--- config.mk ---
export PLATFORM = sky130hd
export DESIGN_NAME = udp_tx_sched
export DESIGN_NICKNAME = d
export VERILOG_FILES = /design/src/rtl/udp_tx_sched.sv
export SDC_FILE = /design/constraint.sdc
export NUM_CORES = 1
export LEC_CHECK = 0
export ABC_AREA = 0
export BUFFER_PORTS_ARGS = -buffer_cell sky130_fd_sc_hd__buf_4
export CORE_MARGIN = 3
export CORE_UTILIZATION = 41
export CTS_CLUSTER_SIZE = 30
export DETAILED_ROUTE_END_ITERATION = 12
export PLACE_DENSITY = 0.7
export SLEW_MARGIN = 15
export SYNTH_ARGS = -nofsm -noshare
export SYNTH_HDL_FRONTEND = slang
export SYNTH_SLANG_ARGS = --single-unit
export TNS_END_PERCENT = 30
--- constraint.sdc ---
create_clock -name clk -period 3.1 [get_ports clk]
set_input_delay 0.31 -clock clk [delete_from_list [all_inputs] [get_ports clk]]
set_output_delay 0.31 -clock clk [all_outputs]
set_load 0.05 [all_outputs]
--- src/rtl/udp_tx_sched.sv ---
// udp_tx_sched: transmit scheduler between the I/Q buffer former and the UDP
// transmitter. It latches a finished buffer's descriptor, requests the
// transmitter, tags the packet with a per-channel sequence number, and guards
// the handshake with a watchdog. It then holds an inter-packet gap and returns
// a one-cycle end_tx release pulse. Packet, timeout and drop statistics are
// kept for the control interface.
module udp_tx_sched #(
  parameter int GAP = 50,        // idle clocks between completion and end_tx
  parameter int TMO = 20000000   // watchdog limit in clocks, must be >= 2
) (
  input  logic        clk,
  input  logic        rst,
  input  logic        enable,
  input  logic        start,
  input  logic [7:0]  channel,
  input  logic [31:0] crc_buf,
  input  logic [15:0] nbuf,
  output logic        tx_req,
  input  logic        tx_ack,
  input  logic        tx_done,
  output logic [7:0]  tx_chan,
  output logic [15:0] tx_len,
  output logic [31:0] tx_crc,
  output logic [15:0] tx_seq,
  output logic        end_tx,
  output logic        busy,
  output logic [31:0] pkt_cnt,
  output logic [15:0] tmo_cnt,
  output logic [15:0] drop_cnt
);

  typedef enum logic [2:0] {
    S_IDLE,
    S_REQ,
    S_WAIT_DONE,
    S_GAP,
    S_RELEASE
  } state_t;

  localparam logic [31:0] WD_LAST  = 32'(TMO - 1);
  localparam logic [31:0] GAP_LAST = 32'(GAP - 1);
  // With a zero gap the transfer phase hands over directly to RELEASE.
  localparam state_t      AFTER_XFER = (GAP == 0) ? S_RELEASE : S_GAP;
  localparam logic        END_NOW    = (GAP == 0);

  state_t      state;
  logic [31:0] wd_cnt;
  logic [31:0] gap_cnt;
  logic [15:0] seq0;
  logic [15:0] seq1;

  logic accept;
  logic refuse;
  logic success;

  assign accept  = (state == S_IDLE) && start && enable;
  assign refuse  = start && !accept;
  // A completion seen on the watchdog's last cycle still counts as success.
  assign success = ((state == S_REQ) && tx_ack && tx_done) ||
                   ((state == S_WAIT_DONE) && tx_done);

  // Scheduler FSM with registered outputs, counters and statistics.
  // NOTE: all state here uses non-blocking assignments and a synchronous reset
  // so every register updates together on the edge that samples rst.
  always_ff @(posedge clk) begin
    if (rst) begin
      state    <= S_IDLE;
      wd_cnt   <= '0;
      gap_cnt  <= '0;
      seq0     <= '0;
      seq1     <= '0;
      tx_req   <= 1'b0;
      tx_chan  <= '0;
      tx_len   <= '0;
      tx_crc   <= '0;
      tx_seq   <= '0;
      end_tx   <= 1'b0;
      busy     <= 1'b0;
      pkt_cnt  <= '0;
      tmo_cnt  <= '0;
      drop_cnt <= '0;
    end else begin
      tx_req <= 1'b0;
      end_tx <= 1'b0;

      if (refuse && (drop_cnt != 16'hFFFF)) begin
        drop_cnt <= drop_cnt + 16'd1;
      end

      case (state)
        S_IDLE: begin
          if (accept) begin
            tx_chan <= channel;
            tx_len  <= nbuf;
            tx_crc  <= crc_buf;
            tx_seq  <= channel[0] ? seq1 : seq0;
            wd_cnt  <= '0;
            tx_req  <= 1'b1;
            busy    <= 1'b1;
            state   <= S_REQ;
          end
        end

        S_REQ, S_WAIT_DONE: begin
          if (success) begin
            pkt_cnt <= pkt_cnt + 32'd1;
            if (tx_chan[0]) seq1 <= seq1 + 16'd1;
            else            seq0 <= seq0 + 16'd1;
            gap_cnt <= '0;
            end_tx  <= END_NOW;
            state   <= AFTER_XFER;
          end else if (wd_cnt == WD_LAST) begin
            if (tmo_cnt != 16'hFFFF) tmo_cnt <= tmo_cnt + 16'd1;
            gap_cnt <= '0;
            end_tx  <= END_NOW;
            state   <= AFTER_XFER;
          end else begin
            wd_cnt <= wd_cnt + 32'd1;
            if ((state == S_REQ) && tx_ack) begin
              state <= S_WAIT_DONE;
            end else if (state == S_REQ) begin
              tx_req <= 1'b1;
            end
          end
        end

        S_GAP: begin
          if (gap_cnt == GAP_LAST) begin
            end_tx <= 1'b1;
            state  <= S_RELEASE;
          end else begin
            gap_cnt <= gap_cnt + 32'd1;
          end
        end

        S_RELEASE: begin
          busy  <= 1'b0;
          state <= S_IDLE;
        end

        default: begin
          busy  <= 1'b0;
          state <= S_IDLE;
        end
      endcase
    end
  end

endmodule

==> flow_metrics.env <==
export IMPL_status="completed"
export IMPL_p_switching_uw=2912
export IMPL_switching_share=0.3418
export IMPL_grt_pass1_wl_um=50920
export IMPL_synth_edff_count=0
export IMPL_starting_density_of_the_core=0.4236
export IMPL_grt_total_usage=0.2093
export IMPL_detail_route_antenna_nets=0
export IMPL_vias_per_cell=5.531
export IMPL_route_detailed_drc=0
export IMPL_yosysSeqAreaShare=0.4391
export IMPL_drive_gt1_frac=0.1754
export IMPL_worst_setup_path_start_kind="register"
export IMPL_hold_path_class="input pin to register"
export IMPL_port_buffers=200
export IMPL_fp_coreArea_mm2=0.02562
export IMPL_cts_buffers_inserted=27
export IMPL_detail_route_wl_per_cell_um=16.44
export IMPL_top_level_ports=201
export IMPL_totalWireLength_um=31000
export IMPL_internal_power_uw=5609
export IMPL_cp_required_ps=3550
export IMPL_grt_overflow_total=0
export IMPL_pwr_share_seq=0.391
export IMPL_timing_max_cap_violations=0
export IMPL_rrSetupSlack_ps=410
export IMPL_timing_final_hold_violations=0
export IMPL_std_cell_rows=58
export IMPL_crit_path_capture="wd_cnt[29]"
export IMPL_synth_warnings=0
export IMPL_clkSlewWorstSetupHoldPaths_ps=60
export IMPL_num_nets_final=1607
export IMPL_max_slew_margin=0.2441
export IMPL_avg_synthesized_cell_area_um2=8.091
export IMPL_router_iterations_before_antenna_repair=6
export IMPL_rsz0062_at_grt="no"
export IMPL_critical_path_reg2reg_startpoint="wd_cnt[0]"
export IMPL_path_class="register to register"
export IMPL_first_iter_violations=797
export IMPL_worst_skew_pair_late_latency_ps=550
export IMPL_place_detailed_hpwl_um=20970
export IMPL_finalCriticalPeriod_ps=2694
export IMPL_grt_antenna_before_repair=0
export IMPL_area_growth_synth_to_final_pct=26.85
export IMPL_postSynthCellCount=1341
export IMPL_die_area_mm2=0.02845
export IMPL_cp_end_kind="register"
export IMPL_fin_setup_tns_ps=0
export IMPL_vias_in_the_first_global_route=10040
export IMPL_critical_path_launch_point="wd_cnt[0]"
export IMPL_asyncSetResetFlopFracSynth=0
export IMPL_synthesis_nets=1411
export IMPL_synth_cell_types=56
export IMPL_flop_and_latch_count_out_of_synthesis=238
export IMPL_design_area_mm2=0.01376
export IMPL_die_height_um=168.7
export IMPL_final_max_slew_violation_count=0
export IMPL_crit_arrival_ps=3140
export IMPL_synth_flop_cell="sky130_fd_sc_hd__dfxtp_1"
export IMPL_final_estimated_routing_congestion_in_global_placement=0.8671
export IMPL_leakagePower_uw=0.005104
export IMPL_die_width_um=168.7
export IMPL_cts_tree="done"
export IMPL_power_density_cell_area_mw_per_mm2=619.1
export IMPL_pin_count_of_the_biggest_net_entering_global_routing=106
export IMPL_worst_slew_pin_slew_ps=1130
export IMPL_dpl_instance_area_mm2=0.01267
export IMPL_fin_worst_skew_ps=13.08
export IMPL_maxClockFrequency_ghz=0.3712
export IMPL_htree_num_levels=1
export IMPL_setup_violations_final=0
export IMPL_cts_buffer_depth=3
export IMPL_route_vias_total=10430
export IMPL_min_period_over_period=0.8690
export IMPL_ir_drop_mv=0.4803
export IMPL_regToRegEndpoint="wd_cnt[29]"
export IMPL_share_clk_of_total_power=0.363
export IMPL_clockRootBuffer="sky130_fd_sc_hd__clkbuf_16"
export IMPL_ff2ff_path_depth=8
export IMPL_timing_critical_path_fanout_max=14
export IMPL_number_of_clock_sinks_seen_by_cts=238
export IMPL_antenna_cells_inserted=0
export IMPL_synth_cell_area_mm2=0.01085
export IMPL_power_combinational_fraction=0.246
## per-layer routing
layer | share of wire | GRT usage
met5 | 0 | 0
met1 | 0.44 | 0.2810
met3 | 0.060 | 0.04227
met4 | 0.022 | 0.05336
met2 | 0.48 | 0.3461
## cells in the mapped netlist (8+ instances only)
cell type	number	share of area
sky130_fd_sc_hd__a211oi_1	21	0.015
sky130_fd_sc_hd__a21oi_1	107	0.049
sky130_fd_sc_hd__a311oi_1	26	0.021
sky130_fd_sc_hd__a31oi_1	21	0.012
sky130_fd_sc_hd__and2_1	10	0.0058
sky130_fd_sc_hd__and3_1	24	0.014
sky130_fd_sc_hd__and4_1	25	0.020
sky130_fd_sc_hd__clkbuf_1	72	0.025
sky130_fd_sc_hd__dfxtp_1	238	0.44
sky130_fd_sc_hd__ha_1	8	0.0092
sky130_fd_sc_hd__inv_1	23	0.0080
sky130_fd_sc_hd__mux2i_1	20	0.018
sky130_fd_sc_hd__nand2_1	207	0.072
sky130_fd_sc_hd__nand2b_1	8	0.0046
sky130_fd_sc_hd__nand3_1	62	0.029
sky130_fd_sc_hd__nand4_1	46	0.027
sky130_fd_sc_hd__nor2_1	151	0.052
sky130_fd_sc_hd__nor3_1	40	0.018
sky130_fd_sc_hd__nor4_1	12	0.0069
sky130_fd_sc_hd__nor4b_1	8	0.0065
sky130_fd_sc_hd__o21ai_0	30	0.014
sky130_fd_sc_hd__o21ai_1	8	0.0037
sky130_fd_sc_hd__or3_1	23	0.013
sky130_fd_sc_hd__xnor2_1	37	0.030
sky130_fd_sc_hd__xor2_1	46	0.037
## sequential cells by signal (all words and copies together), names as in the netlist
register,flops
busy,1
state,3
tx_crc,32
pkt_cnt,32
wd_cnt,32
tx_req,1
seq0,16
tmo_cnt,16
gap_cnt,32
tx_len,16
end_tx,1
drop_cnt,16
tx_seq,16
tx_chan,8
seq1,16
## per-stage QoR
step / hold WS (ps) / total power [uW] / utilization / instances / worst slack [ps]
6_report: 13.84 / 8521 / 0.5373 / 1886 / 406.1
2_1_floorplan: 446.0 / 4773 / - / 1341 / 487.8
5_1_grt: 9.816 / 8907 / 0.5373 / 1886 / 189.4
4_1_cts: 0.008882 / 8588 / 0.5371 / 1886 / 407.1
3_3_place_gp: 442.3 / 5417 / 0.4947 / 1814 / 514.8
3_5_place_dp: 448.5 / 5457 / 0.4947 / 1814 / 441.1
## cells by family after synthesis
group,synth area share
compound gates,0.1392
xor+xnor,0.06700
fa+ha+maj,0.009225
buf+inv,0.03667
flops,0.4391
mux,0.01949
simple gates,0.2893
## power groups by stage
stage	sequential (uW)	clock [uW]	combinational, uW
after floorplan	3820	0	950
after global placement	3390	0	2030
after detailed placement	3400	0	2060
after CTS	3330	3160	2090
after global routing	3360	3280	2260
final	3330	3090	2100
## layout make-up
class	count	area [um2]
fillers	2397	11850
multi-input cells	999	5702
flip-flops and latches	238	4765
repair buffers	248	1951
clock buffers	41	768.2
well taps	330	412.9
inverters	23	86.33
clock inverters	7	78.83
## critical path: stages (launching register included)
cell and delay (ps):
sky130_fd_sc_hd__dfxtp_1 340, sky130_fd_sc_hd__ha_1 240, sky130_fd_sc_hd__nand3_1 100, sky130_fd_sc_hd__buf_4 160
sky130_fd_sc_hd__nor3_1 60, sky130_fd_sc_hd__and3_1 270, sky130_fd_sc_hd__nor2_1 900, sky130_fd_sc_hd__a41oi_1 240
sky130_fd_sc_hd__a211oi_1 290
## worst min-delay path by stage
| stage | startpoint | end | slack [ps] | cells past startpoint |
|---|---|---|---|---|
| 3_3_place_gp | tx_crc[3] | tx_crc[3] | 440 | 2 |
| 5_1_grt | crc_buf[12] | tx_crc[12] | 10 | 3 |
| 3_5_place_dp | tx_crc[8] | tx_crc[8] | 450 | 2 |
| 4_1_cts | crc_buf[12] | tx_crc[12] | 0.009 | 3 |
| 2_1_floorplan | channel[1] | tx_chan[1] | 450 | 2 |
| 6_report | crc_buf[31] | tx_crc[31] | 10 | 3 |
## cell usage in the layout (no fill, tap or decap), types with 37 or more instances in the layout
cell type,count
sky130_fd_sc_hd__a21oi_1,107
sky130_fd_sc_hd__nor3_1,39
sky130_fd_sc_hd__nand2_1,207
sky130_fd_sc_hd__nand4_1,46
sky130_fd_sc_hd__buf_4,221
sky130_fd_sc_hd__xnor2_1,37
sky130_fd_sc_hd__xor2_1,46
sky130_fd_sc_hd__nor2_1,151
sky130_fd_sc_hd__dfxtp_1,238
sky130_fd_sc_hd__nand3_1,61
## repair_timing
item,CTS,global route
resized for setup,0,0
endpoints found under the hold margin,24,0
hold buffers,24,0
setup buffers,0,0
setup endpoints to repair,0,0
Power figures use the tool's default switching activity.
